**src/rtl/ball_motion.sv**
```systemverilog
// Frame-rate basketball trajectory engine: latches launch velocities on a shot,
// integrates position under constant gravity once per frame, scores made/miss,
// holds the final position and then re-racks the ball at the start point.
module ball_motion #(
  parameter int START_X     = 80,
  parameter int START_Y     = 400,
  parameter int HOOP_XL     = 520,
  parameter int HOOP_XR     = 560,
  parameter int HOOP_Y      = 200,
  parameter int FLOOR_Y     = 440,
  parameter int X_MAX       = 624,
  parameter int GRAVITY     = 4,
  parameter int HOLD_FRAMES = 60
) (
  input  logic       clk,
  input  logic       reset_n,
  input  logic       frame_tick,
  input  logic       shoot,
  input  logic [7:0] vx_in,
  input  logic [7:0] vy_in,
  output logic [9:0] ball_x,
  output logic [9:0] ball_y,
  output logic       in_flight,
  output logic       shot_done,
  output logic       made
);

  localparam logic [1:0] IDLE   = 2'd0;
  localparam logic [1:0] FLIGHT = 2'd1;
  localparam logic [1:0] HOLD   = 2'd2;

  localparam int HOLD_W = (HOLD_FRAMES > 1) ? $clog2(HOLD_FRAMES) : 1;
  localparam logic [HOLD_W-1:0] HOLD_LAST = HOLD_W'(HOLD_FRAMES - 1);

  localparam logic        [13:0] START_PX = 14'(START_X * 16);
  localparam logic signed [15:0] START_PY = 16'(START_Y * 16);
  localparam logic        [13:0] X_LIM_PX = 14'(X_MAX * 16);
  localparam logic signed [15:0] Y_LIM_PY = 16'(FLOOR_Y * 16);

  localparam logic        [10:0] HOOP_XL11 = 11'(HOOP_XL);
  localparam logic        [10:0] HOOP_XR11 = 11'(HOOP_XR);
  localparam logic        [10:0] X_MAX11   = 11'(X_MAX);
  localparam logic signed [11:0] HOOP_Y12  = 12'(HOOP_Y);
  localparam logic signed [12:0] HOOP_Y13  = 13'(HOOP_Y);
  localparam logic signed [12:0] FLOOR13   = 13'(FLOOR_Y);
  localparam logic signed [12:0] GRAV13    = 13'(GRAVITY);
  localparam logic signed [12:0] VY_CAP13  = 13'sd2047;
  localparam logic signed [11:0] VY_CAP12  = 12'sd2047;

  logic        [1:0]        state;
  logic        [13:0]       pos_x;
  logic signed [15:0]       pos_y;
  logic        [7:0]        vx;
  logic signed [11:0]       vy;
  logic        [HOLD_W-1:0] hold_cnt;

  // One candidate motion step, computed every cycle and committed only on a flight tick
  logic        [14:0] sum_x;
  logic signed [16:0] sum_y;
  logic        [10:0] new_x_int;
  logic signed [12:0] new_y_int;
  logic signed [11:0] old_y_int;
  logic signed [12:0] vy_inc;
  logic        [13:0] pos_x_next;
  logic signed [15:0] pos_y_next;
  logic signed [11:0] vy_next;
  logic               hit;
  logic               miss;

  // NOTE: every always_comb output gets a default first so no path can infer a latch.
  always_comb begin
    sum_x      = {1'b0, pos_x} + {7'd0, vx};
    sum_y      = {pos_y[15], pos_y} + {{5{vy[11]}}, vy};
    new_x_int  = sum_x[14:4];
    new_y_int  = sum_y[16:4];
    old_y_int  = pos_y[15:4];
    vy_inc     = {vy[11], vy} + GRAV13;
    vy_next    = vy_inc[11:0];
    pos_x_next = sum_x[13:0];
    pos_y_next = sum_y[15:0];

    if (vy_inc > VY_CAP13) begin
      vy_next = VY_CAP12;
    end

    // Made needs a downward crossing of the rim line inside the scoring window
    hit = (vy > 12'sd0) && (old_y_int < HOOP_Y12) && (new_y_int >= HOOP_Y13) &&
          (new_x_int >= HOOP_XL11) && (new_x_int <= HOOP_XR11);
    miss = (new_y_int >= FLOOR13) || (new_x_int > X_MAX11);

    // The ball never leaves the floor or the right edge, even when the shot scores
    if (new_y_int >= FLOOR13) begin
      pos_y_next = Y_LIM_PY;
    end
    if (new_x_int > X_MAX11) begin
      pos_x_next = X_LIM_PX;
    end
  end

  // NOTE: sequential state uses non-blocking assignments so every register samples pre-edge values.
  always_ff @(posedge clk or negedge reset_n) begin
    if (!reset_n) begin
      state     <= IDLE;
      pos_x     <= START_PX;
      pos_y     <= START_PY;
      vx        <= '0;
      vy        <= '0;
      hold_cnt  <= '0;
      shot_done <= 1'b0;
      made      <= 1'b0;
    end else begin
      shot_done <= 1'b0;
      case (state)
        IDLE: begin
          if (shoot) begin
            vx    <= vx_in;
            vy    <= 12'sd0 - $signed({4'd0, vy_in});
            made  <= 1'b0;
            state <= FLIGHT;
          end
        end
        FLIGHT: begin
          if (frame_tick) begin
            pos_x <= pos_x_next;
            pos_y <= pos_y_next;
            vy    <= vy_next;
            if (hit || miss) begin
              made      <= hit;
              shot_done <= 1'b1;
              hold_cnt  <= '0;
              state     <= HOLD;
            end
          end
        end
        HOLD: begin
          if (frame_tick) begin
            if (hold_cnt == HOLD_LAST) begin
              pos_x <= START_PX;
              pos_y <= START_PY;
              vx    <= '0;
              vy    <= '0;
              state <= IDLE;
            end else begin
              hold_cnt <= hold_cnt + 1'b1;
            end
          end
        end
        default: state <= IDLE;
      endcase
    end
  end

  // Display coordinates trail the position registers by one cycle; above-screen reads as row 0
  always_ff @(posedge clk or negedge reset_n) begin
    if (!reset_n) begin
      ball_x <= 10'(START_X);
      ball_y <= 10'(START_Y);
    end else begin
      ball_x <= pos_x[13:4];
      ball_y <= pos_y[15] ? 10'd0 : pos_y[13:4];
    end
  end

  assign in_flight = (state == FLIGHT);

endmodule

```
**config.mk**
```make
export PLATFORM = sky130hd
export DESIGN_NAME = ball_motion
export DESIGN_NICKNAME = d
export VERILOG_FILES = /design/src/rtl/ball_motion.sv
export SDC_FILE = /design/constraint.sdc
export NUM_CORES = 1
export LEC_CHECK = 0
export ABC_AREA = 1
export CAP_MARGIN = 30
export CORE_UTILIZATION = 60
export CTS_CLUSTER_DIAMETER = 200
export DETAILED_ROUTE_END_ITERATION = 10
export PLACE_DENSITY = 0.84
export SETUP_SLACK_MARGIN = 0.02
export SLEW_MARGIN = 0
export SYNTH_ARGS = -nofsm -noshare
export SYNTH_HDL_FRONTEND = slang
export SYNTH_SLANG_ARGS = --single-unit
```
**constraint.sdc**
```tcl
create_clock -name clk -period 2.7 [get_ports clk]
set_input_delay 0.405 -clock clk [delete_from_list [all_inputs] [get_ports clk]]
set_output_delay 0.405 -clock clk [all_outputs]
set_load 0.05 [all_outputs]
```
Yosys cells after proc, flatten, opt, wreduce, memory -nomap -nowiden:

Index checks and enable logic that the tools add are counted.

* latch bits: 0
* memories: 0
* output and inout port bits: 23
* memory bits (writable): 0
* word-level logic and storage cells: 88
* memory bits (read-only): 0
* flip-flop bits (word level): 80

* multiply operators: 0
* reductions and logical operators: 17
* add/subtract/negate cells: 5
* shift operators: 0
* muxes and demuxes: 39
* eq/ne operators: 9
* $lt $le $gt $ge: 8
* bitwise logic cells: 0
* divide/modulo/power cells: 0

Operator list (count)
* 16-bit two-way mux: 4
* 12-bit two-way mux: 5
* 14-bit two-way mux: 4
* 12-bit case mux with 3 select lines: 1
* 16-bit case mux with 2 select lines: 1
* 14-bit case mux with 2 select lines: 1
* 6-bit two-way mux: 4
* 8-bit two-way mux: 3
* 16-bit by 12-bit adder with 17-bit output: 1
* 8-bit case mux with 2 select lines: 1
* 14-bit by 8-bit adder with 15-bit output: 1
* 5-bit AND reduction: 3
* 12-bit by 4-bit adder with 13-bit output (second input constant): 1
* 13-bit by 10-bit >= comparator with 1-bit output (second input constant): 1
* 13-bit by 9-bit >= comparator with 1-bit output (second input constant): 1
* 13-bit by 12-bit > comparator with 1-bit output (second input constant): 1
* 12-bit by 1-bit > comparator with 1-bit output (second input constant): 1
* 12-bit by 9-bit less-than comparator with 1-bit output (second input constant): 1
* 6-bit case mux with 2 select lines: 1
* 4-bit AND reduction: 3
* 11-bit by 10-bit >= comparator with 1-bit output (second input constant): 1
* 11-bit by 10-bit > comparator with 1-bit output (second input constant): 1
* 11-bit by 10-bit <= comparator with 1-bit output (second input constant): 1
* 10-bit two-way mux: 1
* other kinds (16): 35

Longest topological paths before layout:

Gate-level depths: netlist of the first run.

* depth in word-level cells: 9
* gate-level depth with buffers: 23

Least setup slack after synthesis of the first run:

No wires, ideal clock.

* kind: flip-flop to flip-flop
* start: register vy[0]
* end: register hold_cnt[4]
* path buffers: 1
* stages on the path, launching flop included: 23
* path slack: 0.221 ns
* data required time: 2.582 ns
* period minus slack after synthesis: 2.479 ns
* arrival time: 2.361 ns
* setup time: 0.118 ns
* cell sequence: dfrtp_1 -> ha_1 -> inv_1 -> fa_1 -> inv_1 -> nand3_1 -> nand3_2 -> nand2_1 -> nand2_2 -> nand2_2 -> nand3_1 -> nand2_4 -> nand2_2 -> nor2_2 -> nand2_2 -> nand2_4 -> nand2_4 -> clkinv_4 -> nand3_4 -> nand2_4 -> buf_12 -> nand2_2 -> o21ai_2

* word-level cells in the longest chain between the ends: 8
* elaborated cells on any way between the ends: 12
* classes of those cells: add/sub: 1; order compare: 3; eq/ne: 1; reduce/logical: 7

RTL lines
* start: declaration: RTL line 54 `logic signed [11:0] vy;`
* start signal: assignment: RTL line 117 `vy <= 12'sd0 - $signed({4'd0, vy_in});`
* start signal: assignment: RTL line 126 `vy <= vy_next;`
* 16-bit by 12-bit adder with 17-bit output / 12-bit by 1-bit > comparator with 1-bit output (equally long branches): RTL line 73, 87
* 13-bit by 9-bit >= comparator with 1-bit output / 1-bit logical AND (equally long branches): RTL line 87 `hit = (vy > 12'sd0) && (old_y_int < HOOP_Y12) && (new_y_int >= HOOP_Y13) &&`
* 1-bit logical AND (2 in series): RTL line 87
* 1-bit logical AND: RTL line 88 `(new_x_int >= HOOP_XL11) && (new_x_int <= HOOP_XR11);`
* 1-bit logical OR *: RTL line 127 `if (hit || miss) begin`
* 2-bit by 1-bit != test with 1-bit output (no source line) *
* 5-bit AND reduction (no source line) *
* end signal: assignment: RTL line 144 `hold_cnt <= hold_cnt + 1'b1;`
* end: declaration: RTL line 55 `logic [HOLD_W-1:0] hold_cnt;`

Every way passes the cells marked *; elsewhere a longest branch is shown, timed or not.
A chain may end at the register's enable or synchronous reset.

Worst setup path in the final report of the first run:

* start: register vy[0]
* end: register hold_cnt[5]

Same word-level chain as after synthesis.

==> results of run 1 <==
## final cells by class
cell class | count | area share
repair buffers | 74 | 0.0969
clock inverters | 6 | 0.0107
well taps | 111 | 0.0205
clock buffers | 10 | 0.0203
inverters | 129 | 0.0726
flip-flops and latches | 80 | 0.297
multi-input cells | 554 | 0.482
## worst reg2reg max path, delay by kind of cell, from the launching register on
kind	cells	cell delay [ns]
adders and majority gates	2	0.56
AOI/OAI and AO/OA	1	0.05
and+or+nand+nor	16	1.40
DFF	1	0.40
buffers and inverters	3	0.18
## cells by family after synthesis
group | Yosys count | synth area share
flops | 80 | 0.356
compound gates | 96 | 0.108
simple gates | 408 | 0.336
fa+ha+maj | 35 | 0.0800
xor+xnor | 14 | 0.0217
buf+inv | 139 | 0.0977
## metal layers
layer | up-vias | global-route usage
met4 | 0 | 0.114
li1 | 2653 | -
met5 | - | 0
met2 | 200 | 0.483
met3 | 33 | 0.0365
met1 | 2513 | 0.410
## per-stage QoR
step           instances  area (sq um)
4_1_cts              949          6510
3_5_place_dp         932          6280
6_report             964          6790
5_1_grt              964          6790
3_3_place_gp         932          6280
2_1_floorplan        772          5660
## cells in the final DEF (no fill, tap or decap), types with 13 or more instances in the layout
master           netlist  routed
ha_1                  33      24
o21ai_0               33      30
clkdlybuf4s50_1        0      41
a21oi_1               17      16
nand2_1              205     200
dfrtp_1               70      69
buf_4                  0      33
inv_1                119     115
nand3_1               55      51
nand2_2               25      25
nor2_1                63      60
nand4_1               13      13
## repair_timing
| item | in CTS | in global routing |
|---|---|---|
| cloned | 0 | 1 |
| setup buffers | 1 | 14 |
| endpoints found under the setup margin | 6 | 36 |
| pin swaps | 2 | 19 |
| gates resized for setup | 1 | 41 |
## sequential cells by signal, indices dropped and copies added, names as in the netlist
| name | flops |
|---|---|
| pos_y | 16 |
| pos_x | 14 |
| vy | 12 |
| ball_x | 10 |
| ball_y | 10 |
| vx | 8 |
| hold_cnt | 6 |
| state | 2 |
| made | 1 |
| shot_done | 1 |
## final timing paths
check | start | to | slack (ns)
min reg2reg | pos_x[13]$_DFFE_PN0P_ | ball_x[9]$_DFF_PN0_ | 0.41
max | vy[0]$_DFFE_PN0P_ | hold_cnt[5]$_DFFE_PN0P_ | 0.06
min in group clk | pos_x[13]$_DFFE_PN0P_ | ball_x[9]$_DFF_PN0_ | 0.41
max reg2reg | vy[0]$_DFFE_PN0P_ | hold_cnt[5]$_DFFE_PN0P_ | 0.06
max in group asynchronous | reset_n | pos_x[8]$_DFFE_PN1P_ | 1.97
min | reset_n | ball_y[2]$_DFF_PN0_ | 0.04
==> reports/metrics.yaml, run 1 <==
layout:
  nets: 903
  utilization: 0.738
  area_growth_pct: 20.0
  multi_input_area_sq_um: 3270
  drive_above_1_share: 0.191
  regArea_sq_um: 2020
  nFillCells: 715
  antenna_cells: 0
worst_setup_path:
  crit_top_cell: "nand2_2"
  crit_required_ns: 3.00
  slowest_stage: "dfrtp_1"
  cp_top_family: "simple AND/OR/NAND/NOR gates"
  crit_type: "register to register"
  reg2regPathDepth: 22
  cp_max_fo: 6
  crit_cells: 22
  slowest_delay_ns: 0.40
  start_kind: "register"
  cp_num_buf_inv: 3
  endpoint_kind: "register"
  arrival_ns: 2.94
  crit_chain: "ha_4, inv_2, fa_2, inv_2, nand3_2, nand3_2, nand2_2, nand2_2, nand2_2, nand2_2, nand2_2, nand2_4, nand2_2, nor2_2, nand2_2, nand2_4, nand2_4, clkinv_4, nand3_4, nand2_8, nand2_4, o21ai_2"
placed_design:
  globalplace.congestion: 0.951
  dp_hpwl_um: 10600
  io_buffers: 42
  dp_worst_setup_slack_ns: 0.0107
logic_synthesis:
  syn_area_sq_um: 5660
  synth.top_cell.area_share: 0.310
  synthesis.nets: 827
  syn_inst: 772
  ys_seq_elements: 80
  yosys-top-cells-area: "dfrtp_1 (31%), nand2_1 (14%), inv_1 (7.9%), ha_1 (7.3%), nand3_1 (4.9%)"
  synth_edf_count: 0
  avgSynthCellArea_sq_um: 7.33
  synthFlopType: "dfrtp_1"
  synth_common_cells: "nand2_1 (205), inv_1 (119), dfrtp_1 (70)"
  async_reset_ff_frac: 1.00
  yosys_warnings: 0
  ys_types: 50
  seq_area_frac_synth: 0.356
  synth.most_common_cell: "nand2_1"
  yosys.area.top_type: "dfrtp_1"
global_route:
  grt_pass1_wl_um: 23100
  overflow: 0
  grt_max_degree: 44
  grt_pass1_vias: 4976
  track_usage: 0.297
  antenna_found_initial: 0
sta:
  hold_viol_final: 0
  setup-violations-final: 0
  setup_ws_ns: 0.0618
  hold_slack_ns: 0.0373
  max_freq_mhz: 379
  tightest_slew_ns: 0.752
  fin_setup_tns_ns: 0
  fin_crit_ns: 2.64
  relSlewSlack: 0.496
  fin_crit_sh: 0.977
  rsz0062_at_grt: "yes"
  finalClockSkew_ns: 0.0206
  slew_violations: 0
clock_tree:
  cts_buffer_depth: 2
  clock_latency_ns: 0.37
  root_buffer: "clkbuf_8"
  cts_buffers: 9
  cts_tree: "done"
  ctsHtreeMaxLevel: 3
  cts.reportedPaths.clkPinSlew_ns: 0.09
  cts_hold_buffers: 0
  cts_sinks: 80
drt:
  dr_wl_met2_um: 6820
  detail_route.wl_per_cell_um: 15.0
  num_vias: 5399
  wl_met3_um: 794
  vias_per_cell: 5.60
  drt-met1-wl_um: 6530
  ant_nets: 0
  top_layer: "met4"
  drt-pass1-iter-count: 5
  wl_um: 14400
  drt_iter0_drc: 404
  drc: 0
floorplan:
  start_util: 0.615
  io_pins: 43
  die_x_um: 99.1
  chipHeight_um: 99.1
  die-area_sq_um: 9820
  core-area_sq_um: 9200
  fp-row-count: 35
flow_run:
  drv_cap: 0
hold_path:
  hp-class: "input pin to asynchronous set/reset pin"
run_status:
  run_status: "complete, no violations"
Power of run 1 is not shown: default switching activity piles up to over one toggle a cycle in this logic, so the estimate is an artifact.
==> inputs of run 2 (changes only) <==
- ABC_CLOCK_PERIOD_IN_PS: not set -> 2700
==> results of run 2 <==
Final layout, timing and power as in run 1 (identical DEF).
Power of run 2 is left out for the same reason.
==> inputs of run 3 (changes only) <==
- SKIP_LAST_GASP: not set -> 1
==> reports/metrics.yaml, run 3 (same netlist as run 1, synthesis figures left out) <==
sta:
  setup-violations-final: 0
  setup_ws_ns: 0.0593
  hold_slack_ns: 0.0373
  max_freq_mhz: 379
  hold_viol_final: 0
  fin_crit_sh: 0.978
  tightest_slew_ns: 0.754
  finalClockSkew_ns: 0.0200
  rsz0062_at_grt: "yes"
  slew_violations: 0
  relSlewSlack: 0.494
  fin_crit_ns: 2.64
placed_design:
  dp_hpwl_um: 10600
  dp.cells: 932
  globalplace.congestion: 0.951
  dp_worst_setup_slack_ns: 0.0107
  io_buffers: 42
clock_tree:
  cts_tree: "done"
  cts_hold_buffers: 0
  cts_buffers: 9
  ctsHtreeMaxLevel: 3
  root_buffer: "clkbuf_8"
  clock_latency_ns: 0.37
  cts_sinks: 80
  cts.reportedPaths.clkPinSlew_ns: 0.09
  cts_buffer_depth: 2
worst_setup_path:
  critPathLaunch: "vx[0]$_DFFE_PN0P_"
  slowest_delay_ns: 0.37
  crit_type: "register to register"
  slowest_stage: "dfrtp_1"
  reg2regPathDepth: 19
  endpoint_kind: "register"
  crit_required_ns: 2.96
  cp_max_fo: 6
  start_kind: "register"
  crit_top_cell: "nand2_1"
  arrival_ns: 2.90
  r2r-start: "vx[0]$_DFFE_PN0P_"
  crit_chain: "ha_2, inv_1, fa_2, inv_2, nand3_2, nand2_2, nand2_1, nand2_1, inv_1, nor2_1, nand3_1, nand2_1, nand3_1, nor2_2, nand3_2, nand3_4, nand2_8, nand2_4, o21ai_2"
layout:
  instances_no_fill: 964
  layout_common_cells: "nand2_1 (200), inv_1 (115), dfrtp_1 (69), nor2_1 (60), nand3_1 (51)"
  nets: 903
  antenna_cells: 0
  nFillCells: 715
  final_common_cell: "nand2_1"
  regMostFlops: "pos_y"
  area_growth_pct: 20.0
  drive_above_1_share: 0.191
  largestRegisters: "pos_y x16, pos_x x14, vy x12"
  largest_register_ffs: 16
drt:
  wl_um: 14400
  detail_route.wl_per_cell_um: 15.0
  drt_iter0_drc: 401
  vias_per_cell: 5.60
  drc: 0
  ant_nets: 0
  num_vias: 5401
  drt-pass1-iter-count: 5
hold_path:
  hp-class: "input pin to asynchronous set/reset pin"
floorplan:
  fp-row-count: 35
  die-area_sq_um: 9820
  die_x_um: 99.1
  chipHeight_um: 99.1
  core-area_sq_um: 9200
  io_pins: 43
  start_util: 0.615
run_status:
  run_status: "complete, no violations"
global_route:
  track_usage: 0.297
  grt_pass1_wl_um: 23100
  overflow: 0
  grt_pass1_vias: 4976
  grt_max_degree: 44
  antenna_found_initial: 0
flow_run:
  drv_cap: 0
## run 3: layout make-up
cell class / count / area [sq um] / area share
sequential: 80 / 2020 / 0.297
tap: 111 / 139 / 0.0205
clock buffer: 10 / 138 / 0.0203
timing repair buffer: 74 / 658 / 0.0969
multi-input combinational: 554 / 3270 / 0.482
inverter: 129 / 493 / 0.0726
clock inverter: 6 / 72.6 / 0.0107
## run 3: critical path: cells and delay by family (launching register included)
kind                     cells  cell delay (ns)
adder cells (fa/ha/maj)      2             0.54
AND/OR/NAND/NOR             13             1.39
AO/OA/AOI/OAI                1             0.05
buffers and inverters        3             0.17
flip-flops                   1             0.37
## run 3: path summary, 6_finish.rpt
path | slack (ns) | endpoint
max | 0.06 | hold_cnt[5]$_DFFE_PN0P_
min | 0.04 | ball_y[2]$_DFF_PN0_
max reg2reg | 0.06 | hold_cnt[5]$_DFFE_PN0P_
min reg2reg | 0.41 | ball_x[9]$_DFF_PN0_
max in group asynchronous | 1.97 | pos_x[8]$_DFFE_PN1P_
min in group clk | 0.41 | ball_x[9]$_DFF_PN0_
## run 3: stage by stage
step / TNS (ns) / util / area (sq um)
detailed placement: 0 / 0.683 / 6280
global placement: 0 / 0.683 / 6280
global route: -0.986 / 0.738 / 6790
CTS: 0 / 0.707 / 6510
floorplan: 0 / - / 5660
finish: 0 / 0.738 / 6790
## run 3: repair_timing
item	CTS	global route
resized for setup	1	40
setup endpoints to repair	6	36
setup buffers	1	14
cloned	0	1
pin swaps	2	19
## run 3: routing by layer
metal	vias to the layer above	wire [um]	GRT usage
met2	192	6820	0.483
met1	2518	6520	0.410
met3	38	776	0.0365
met5	-	0	0
li1	2653	-	-
met4	0	320	0.114
Power of run 3 is left out for the same reason.
